==> src/rtl/min_scan_scheduler_pkg.sv <==
// Shared types and defaults for the min-scan scheduler.
// State encoding plus index-width helper.
package min_sched_pkg;

    localparam int DEF_N = 3;
    localparam int DEF_W = 8;

    typedef enum logic [2:0] {
        START = 3'd0,
        CONV  = 3'd1,
        LOAD  = 3'd2,
        SCAN  = 3'd3,
        OUT   = 3'd4,
        ACK   = 3'd5
    } state_t;

    function automatic int idx_w(input int n);
        return (n < 2) ? 1 : $clog2(n);
    endfunction

endpackage

==> src/rtl/min_scan_scheduler_if.sv <==
// Converter and consumer handshake bundle for the min-scan scheduler.
// master = scheduler side, slave = converters/consumer side.
interface min_scan_scheduler_if
    import min_sched_pkg::*;
#(
    parameter int N  = DEF_N,
    parameter int W  = DEF_W,
    parameter int IW = idx_w(N)
);

    logic [N*W-1:0] x;
    logic [N-1:0]   eoc;
    logic           soc;
    logic [W-1:0]   min;
    logic [IW-1:0]  min_idx;
    logic           rfd;
    logic           dav_;
    logic           busy;

    modport master (
        input  x, eoc, rfd,
        output soc, min, min_idx, dav_, busy
    );

    modport slave (
        output x, eoc, rfd,
        input  soc, min, min_idx, dav_, busy
    );

endinterface

==> src/rtl/min_scan_scheduler_cmp.sv <==
// Shared unsigned comparator: lt = a < b, sel = smaller of the two.
// One borrow subtractor provides both the flag and the selected value.
module min_cmp #(
    parameter int W = 8
) (
    input  logic [W-1:0] a,
    input  logic [W-1:0] b,
    output logic         lt,
    output logic [W-1:0] sel
);

    logic [W:0] diff;

    assign diff = {1'b0, a} - {1'b0, b};
    assign lt   = diff[W];
    // a == b + diff, so adding the difference back yields a
    assign sel  = b + (lt ? diff[W-1:0] : '0);

endmodule

==> src/rtl/min_scan_scheduler.sv <==
// Round scheduler: start converters, bank results, scan for the
// minimum with one shared comparator, hand the result downstream.
module min_scan_scheduler
    import min_sched_pkg::*;
#(
    parameter int N  = DEF_N,
    parameter int W  = DEF_W,
    parameter int IW = idx_w(N)
) (
    input logic                  clock,
    input logic                  reset,
    min_scan_scheduler_if.master bus
);

    localparam logic [IW:0] LAST = (IW+1)'(N - 1);

    state_t        state;
    state_t        state_nx;
    logic          armed;
    logic [W-1:0]  bank [N];
    logic [W-1:0]  acc;
    logic [W-1:0]  min_q;
    logic [IW-1:0] aidx;
    logic [IW-1:0] idx_q;
    logic [IW:0]   cnt;
    logic [IW-1:0] cur;
    logic          lt;
    logic [W-1:0]  sel;

    assign cur = cnt[IW-1:0];

    min_cmp #(.W(W)) u_cmp (
        .a   (bank[cur]),
        .b   (acc),
        .lt  (lt),
        .sel (sel)
    );

    always_comb begin
        state_nx = state;
        case (state)
            START: if (armed && bus.eoc == '0) state_nx = CONV;
            CONV:  if (&bus.eoc)               state_nx = LOAD;
            LOAD:                              state_nx = SCAN;
            SCAN:  if (cnt == LAST)            state_nx = OUT;
            OUT:   if (!bus.rfd)               state_nx = ACK;
            ACK:   if (bus.rfd)                state_nx = START;
            default:                           state_nx = START;
        endcase
    end

    // armed holds soc low until the first edge after reset release
    always_ff @(posedge clock or posedge reset) begin
        if (reset) begin
            state <= START;
            armed <= 1'b0;
        end else begin
            state <= state_nx;
            armed <= 1'b1;
        end
    end

    always_ff @(posedge clock or posedge reset) begin
        if (reset) begin
            for (int k = 0; k < N; k++) bank[k] <= '0;
            acc   <= '0;
            aidx  <= '0;
            cnt   <= '0;
            min_q <= '0;
            idx_q <= '0;
        end else if (state == LOAD) begin
            for (int k = 0; k < N; k++) bank[k] <= bus.x[k*W +: W];
            acc  <= bus.x[W-1:0];
            aidx <= '0;
            cnt  <= (IW+1)'(1);
        end else if (state == SCAN) begin
            acc <= sel;
            if (lt) aidx <= cur;
            cnt <= cnt + 1'b1;
            if (cnt == LAST) begin
                min_q <= sel;
                idx_q <= lt ? cur : aidx;
            end
        end
    end

    assign bus.soc     = armed && (state == START);
    assign bus.dav_    = (state != OUT);
    assign bus.busy    = (state != OUT) && (state != ACK);
    assign bus.min     = min_q;
    assign bus.min_idx = idx_q;

endmodule

==> src/flat_wrapper.sv <==
// flat-port wrapper written by rule: the top's interface ports become plain ports
module min_scan_scheduler_flat import min_sched_pkg::*;
#(
    parameter int N  = DEF_N,
    parameter int W  = DEF_W,
    parameter int IW = idx_w(N)
)
  (clock, reset, bus_x, bus_eoc, bus_rfd, bus_soc, bus_min, bus_min_idx, bus_dav_, bus_busy);
  min_scan_scheduler_if #(.N(N), .W(W), .IW(IW)) bus_i ();
  input logic clock;
  input logic reset;
  input wire logic [$bits(bus_i.x)-1:0] bus_x;
  input wire logic [$bits(bus_i.eoc)-1:0] bus_eoc;
  input wire logic [$bits(bus_i.rfd)-1:0] bus_rfd;
  output wire logic [$bits(bus_i.soc)-1:0] bus_soc;
  output wire logic [$bits(bus_i.min)-1:0] bus_min;
  output wire logic [$bits(bus_i.min_idx)-1:0] bus_min_idx;
  output wire logic [$bits(bus_i.dav_)-1:0] bus_dav_;
  output wire logic [$bits(bus_i.busy)-1:0] bus_busy;
  assign bus_i.x = bus_x;
  assign bus_i.eoc = bus_eoc;
  assign bus_i.rfd = bus_rfd;
  assign bus_soc = bus_i.soc;
  assign bus_min = bus_i.min;
  assign bus_min_idx = bus_i.min_idx;
  assign bus_dav_ = bus_i.dav_;
  assign bus_busy = bus_i.busy;
  min_scan_scheduler #(.N(N), .W(W), .IW(IW)) u_core (.clock(clock), .reset(reset), .bus(bus_i));
endmodule
==> config.mk <==
export PLATFORM = sky130hd
export DESIGN_NAME = min_scan_scheduler_flat
export DESIGN_NICKNAME = d
export VERILOG_FILES = /design/src/rtl/min_scan_scheduler_pkg.sv /design/src/rtl/min_scan_scheduler_if.sv /design/src/rtl/min_scan_scheduler_cmp.sv /design/src/rtl/min_scan_scheduler.sv /design/src/flat_wrapper.sv
export SDC_FILE = /design/constraint.sdc
export NUM_CORES = 1
export LEC_CHECK = 0
export ABC_AREA = 1
export CAP_MARGIN = 5
export CORE_MARGIN = 8
export CORE_UTILIZATION = 55
export DETAILED_ROUTE_END_ITERATION = 10
export PLACE_DENSITY_LB_ADDON = 0.05
export SETUP_SLACK_MARGIN = 0.2
export SLEW_MARGIN = 10
export SYNTH_ARGS = -nofsm -noshare
export SYNTH_HDL_FRONTEND = slang
export SYNTH_HIERARCHICAL = 1
export SYNTH_SLANG_ARGS = --single-unit
==> constraint.sdc <==
create_clock -name clock -period 4.01 [get_ports clock]
set_input_delay 1.203 -clock clock [delete_from_list [all_inputs] [get_ports clock]]
set_output_delay 1.203 -clock clock [all_outputs]
set_load 0.1 [all_outputs]
==> impl_metrics.yaml <==
routing:
  dr.pass1.iters: 5
  wl_per_cell_um: 13.5
  via_per_inst: 5.06
  ant_nets: 0
  drcViolationCount: 0
  vias: 2638
  wirelength_mm: 7.04
  drtIter0Drc: 137
worst_setup_path:
  cp-start-kind: "flip-flop"
  cp_max_fo: 13
  reg2reg_from: "u_core/cnt[0]"
  critPathKind: "flip-flop to flip-flop"
  endpoint_kind: "flip-flop"
  crit_start: "u_core/cnt[0]"
  arrival_ns: 3.78
  cp_data_required_time_ns: 4.22
sta:
  setup_ws_ns: 0.443
  max_freq_mhz: 280
  fin_tns_setup_ns: 0
  setup_viol: 0
  timing_hold_violations_final: 0
  rsz0062_at_grt: "yes"
  worst_pin_slew_ns: 0.975
  period_share_pct: 88.9
  period_needed_ns: 3.57
  drv_slew: 0
  skew_ns: 0.00802
  max_slew_margin_pct: 34.8
global_routing:
  antenna_found_initial: 0
  grt_pass1_wl_mm: 12.0
  grtUsageTotal_pct: 17.4
  grt_max_degree: 52
  gr-total-overflow: 0
  grt_pass1_vias: 2583
hold_path:
  worstHoldStart: "u_core/bus.min[3]"
  hp-class: "flip-flop to flip-flop"
yosys:
  synth.distinct_cells: 38
  syn_area_per_cell_um2: 7.86
  ys_seq_area_share_pct: 40.4
  synth_most_common_cell: "nand2_1"
  ys_warn_count: 6
  synth_top_cells_by_count: "122 x nand2_1, 54 x inv_1, 51 x dfrtp_1, 27 x o21ai_0, 25 x nor2_1"
  syn_inst: 402
  synth_area_leaders: "dfrtp_1 40%, nand2_1 14%, inv_1 6.4%, ha_1 6.3%, o21ai_0 4.3%"
  syn_nets: 450
  synth_edf_count: 0
  syn-cell-area_um2: 3160
  synth_async_sr_flop_share_pct: 100
  ys_ff_latch: 51
  synth_area_leader_cell: "dfrtp_1"
  synthFlopType: "dfrtp_1"
  synth_top_area_share_pct: 40.4
cts:
  cts_tree: "built"
  clockRootBuffer: "clkbuf_8"
  clock_path_buffers: 2
  htree_num_levels: 2
  numClockSinks: 51
  clk_pin_slew_ns: 0.09
  clk_latency_ns: 0.30
  numCtsBuffers: 5
layout:
  nNetsFinal: 496
  area_growth_pct: 18.1
  drive_above_1_share_pct: 13.6
  fillerInstances: 507
  diodes: 0
  fin_cells: 521
placed_design:
  gp_routability_congestion: 0.892
  port_buffers: 42
  dp.cells: 509
  dp_hpwl_mm: 5.37
  place_ws_ns: 0.277
outcome:
  status: "finished clean"
flow_run:
  cap_violations: 0
floorplanning:
  ios: 43
  core_area_um2: 5540
  dieArea_um2: 8430
  start_util_pct: 57.0
  chipHeight_um: 91.8
  row_count: 27
  die_x_um: 91.8
state kept, by name, summed over array words and instances (netlist names):
register,count
u_core/state,3
u_core/aidx,2
u_core/bus.min_idx,2
u_core/armed,1
u_core/acc,8
u_core/bank,24
u_core/bus.min,8
u_core/cnt,3
cells by family after synthesis:
logic type / synth area share, %
compound gates: 13.9
xor+xnor: 2.22
fa+ha+maj: 7.60
buf+inv: 10.3
flops: 40.4
other cells: 0.119
simple gates: 25.5
area by class of cell:
| cell class | instances | area (µm²) | area share, % |
|---|---|---|---|
| Timing Repair Buffer | 48 | 462 | 12.4 |
| Inverter | 60 | 234 | 6.27 |
| Clock buffer | 7 | 86.3 | 2.31 |
| Tap cell | 72 | 90.1 | 2.42 |
| Multi-Input combinational cell | 281 | 1560 | 41.9 |
| Clock inverter | 1 | 8.76 | 0.235 |
| Sequential cell | 51 | 1280 | 34.3 |
| Timing Repair inverter | 1 | 7.51 | 0.201 |
critical path, cell delays in order, from the launching register on:
cell	delay [ns]
dfrtp_2	0.44
buf_6	0.16
o21ai_0	0.08
o21ai_1	0.22
inv_1	0.07
ha_1	0.25
fa_1	0.37
inv_1	0.09
nand3_1	0.08
nand2_2	0.11
nand2_2	0.06
and2_4	0.18
inv_2	0.08
nor2_1	0.05
ha_1	0.33
a21oi_2	0.14
o21ai_1	0.09
a21oi_1	0.13
nor2_1	0.05
nor2_1	0.11
xor2_1	0.15
inv_1	0.08
o211ai_1	0.16
routing by layer:
| metal | GRT usage [%] | wire, µm | share of wire, % |
|---|---|---|---|
| met1 | 22.9 | 3290 | 47 |
| met3 | 3.10 | 340 | 4.8 |
| met2 | 28.5 | 3320 | 47 |
| met4 | 4.83 | 81 | 1.2 |
| met5 | 0 | 0 | 0 |
stage by stage:
| step | util, % | area, µm² | hold WS, ns |
|---|---|---|---|
| CTS | 66.5 | 3680 | 0.490 |
| global placement | 64.8 | 3590 | 0.465 |
| detailed placement | 64.8 | 3590 | 0.469 |
| floorplan | - | 3160 | 0.444 |
| finish | 67.3 | 3730 | 0.488 |
| global route | 67.3 | 3730 | 0.507 |
path summary, 6_finish.rpt:
path                                     end  slack (ns)  depth (start not counted)
min reg2reg                u_core/bus.min[3]        0.49                          2
min in group asynchronous    u_core/state[2]        1.39                          3
max in group asynchronous      u_core/cnt[0]        2.15                          3
min                        u_core/bus.min[3]        0.49                          2
max                            u_core/acc[6]        0.44                         22
max reg2reg                    u_core/acc[6]        0.44                         22
cells in the final DEF (no fill, tap or decap), types with 4 or more instances in the layout:
master,Yosys,routed
nand2_1,122,122
inv_1,54,51
dfrtp_1,51,50
clkdlybuf4s50_1,0,39
nor2_1,25,25
o21ai_0,27,24
ha_1,16,16
o21ai_2,14,14
nand3_1,14,14
a21oi_1,12,10
buf_4,0,8
nand2_2,7,7
clkbuf_8,0,6
inv_2,3,6
xor2_1,5,5
nand4_1,5,5
o21ai_1,1,4
o211ai_1,4,4
repair_timing:
item,CTS,global route
setup buffers,0,3
setup endpoints to repair,0,10
gates resized for setup,0,11
hold buffers,0,0
Power of run 1 is left out: the tool's default activity adds up to more than one toggle a clock period on the data nets, which glitch-free logic cannot reach.
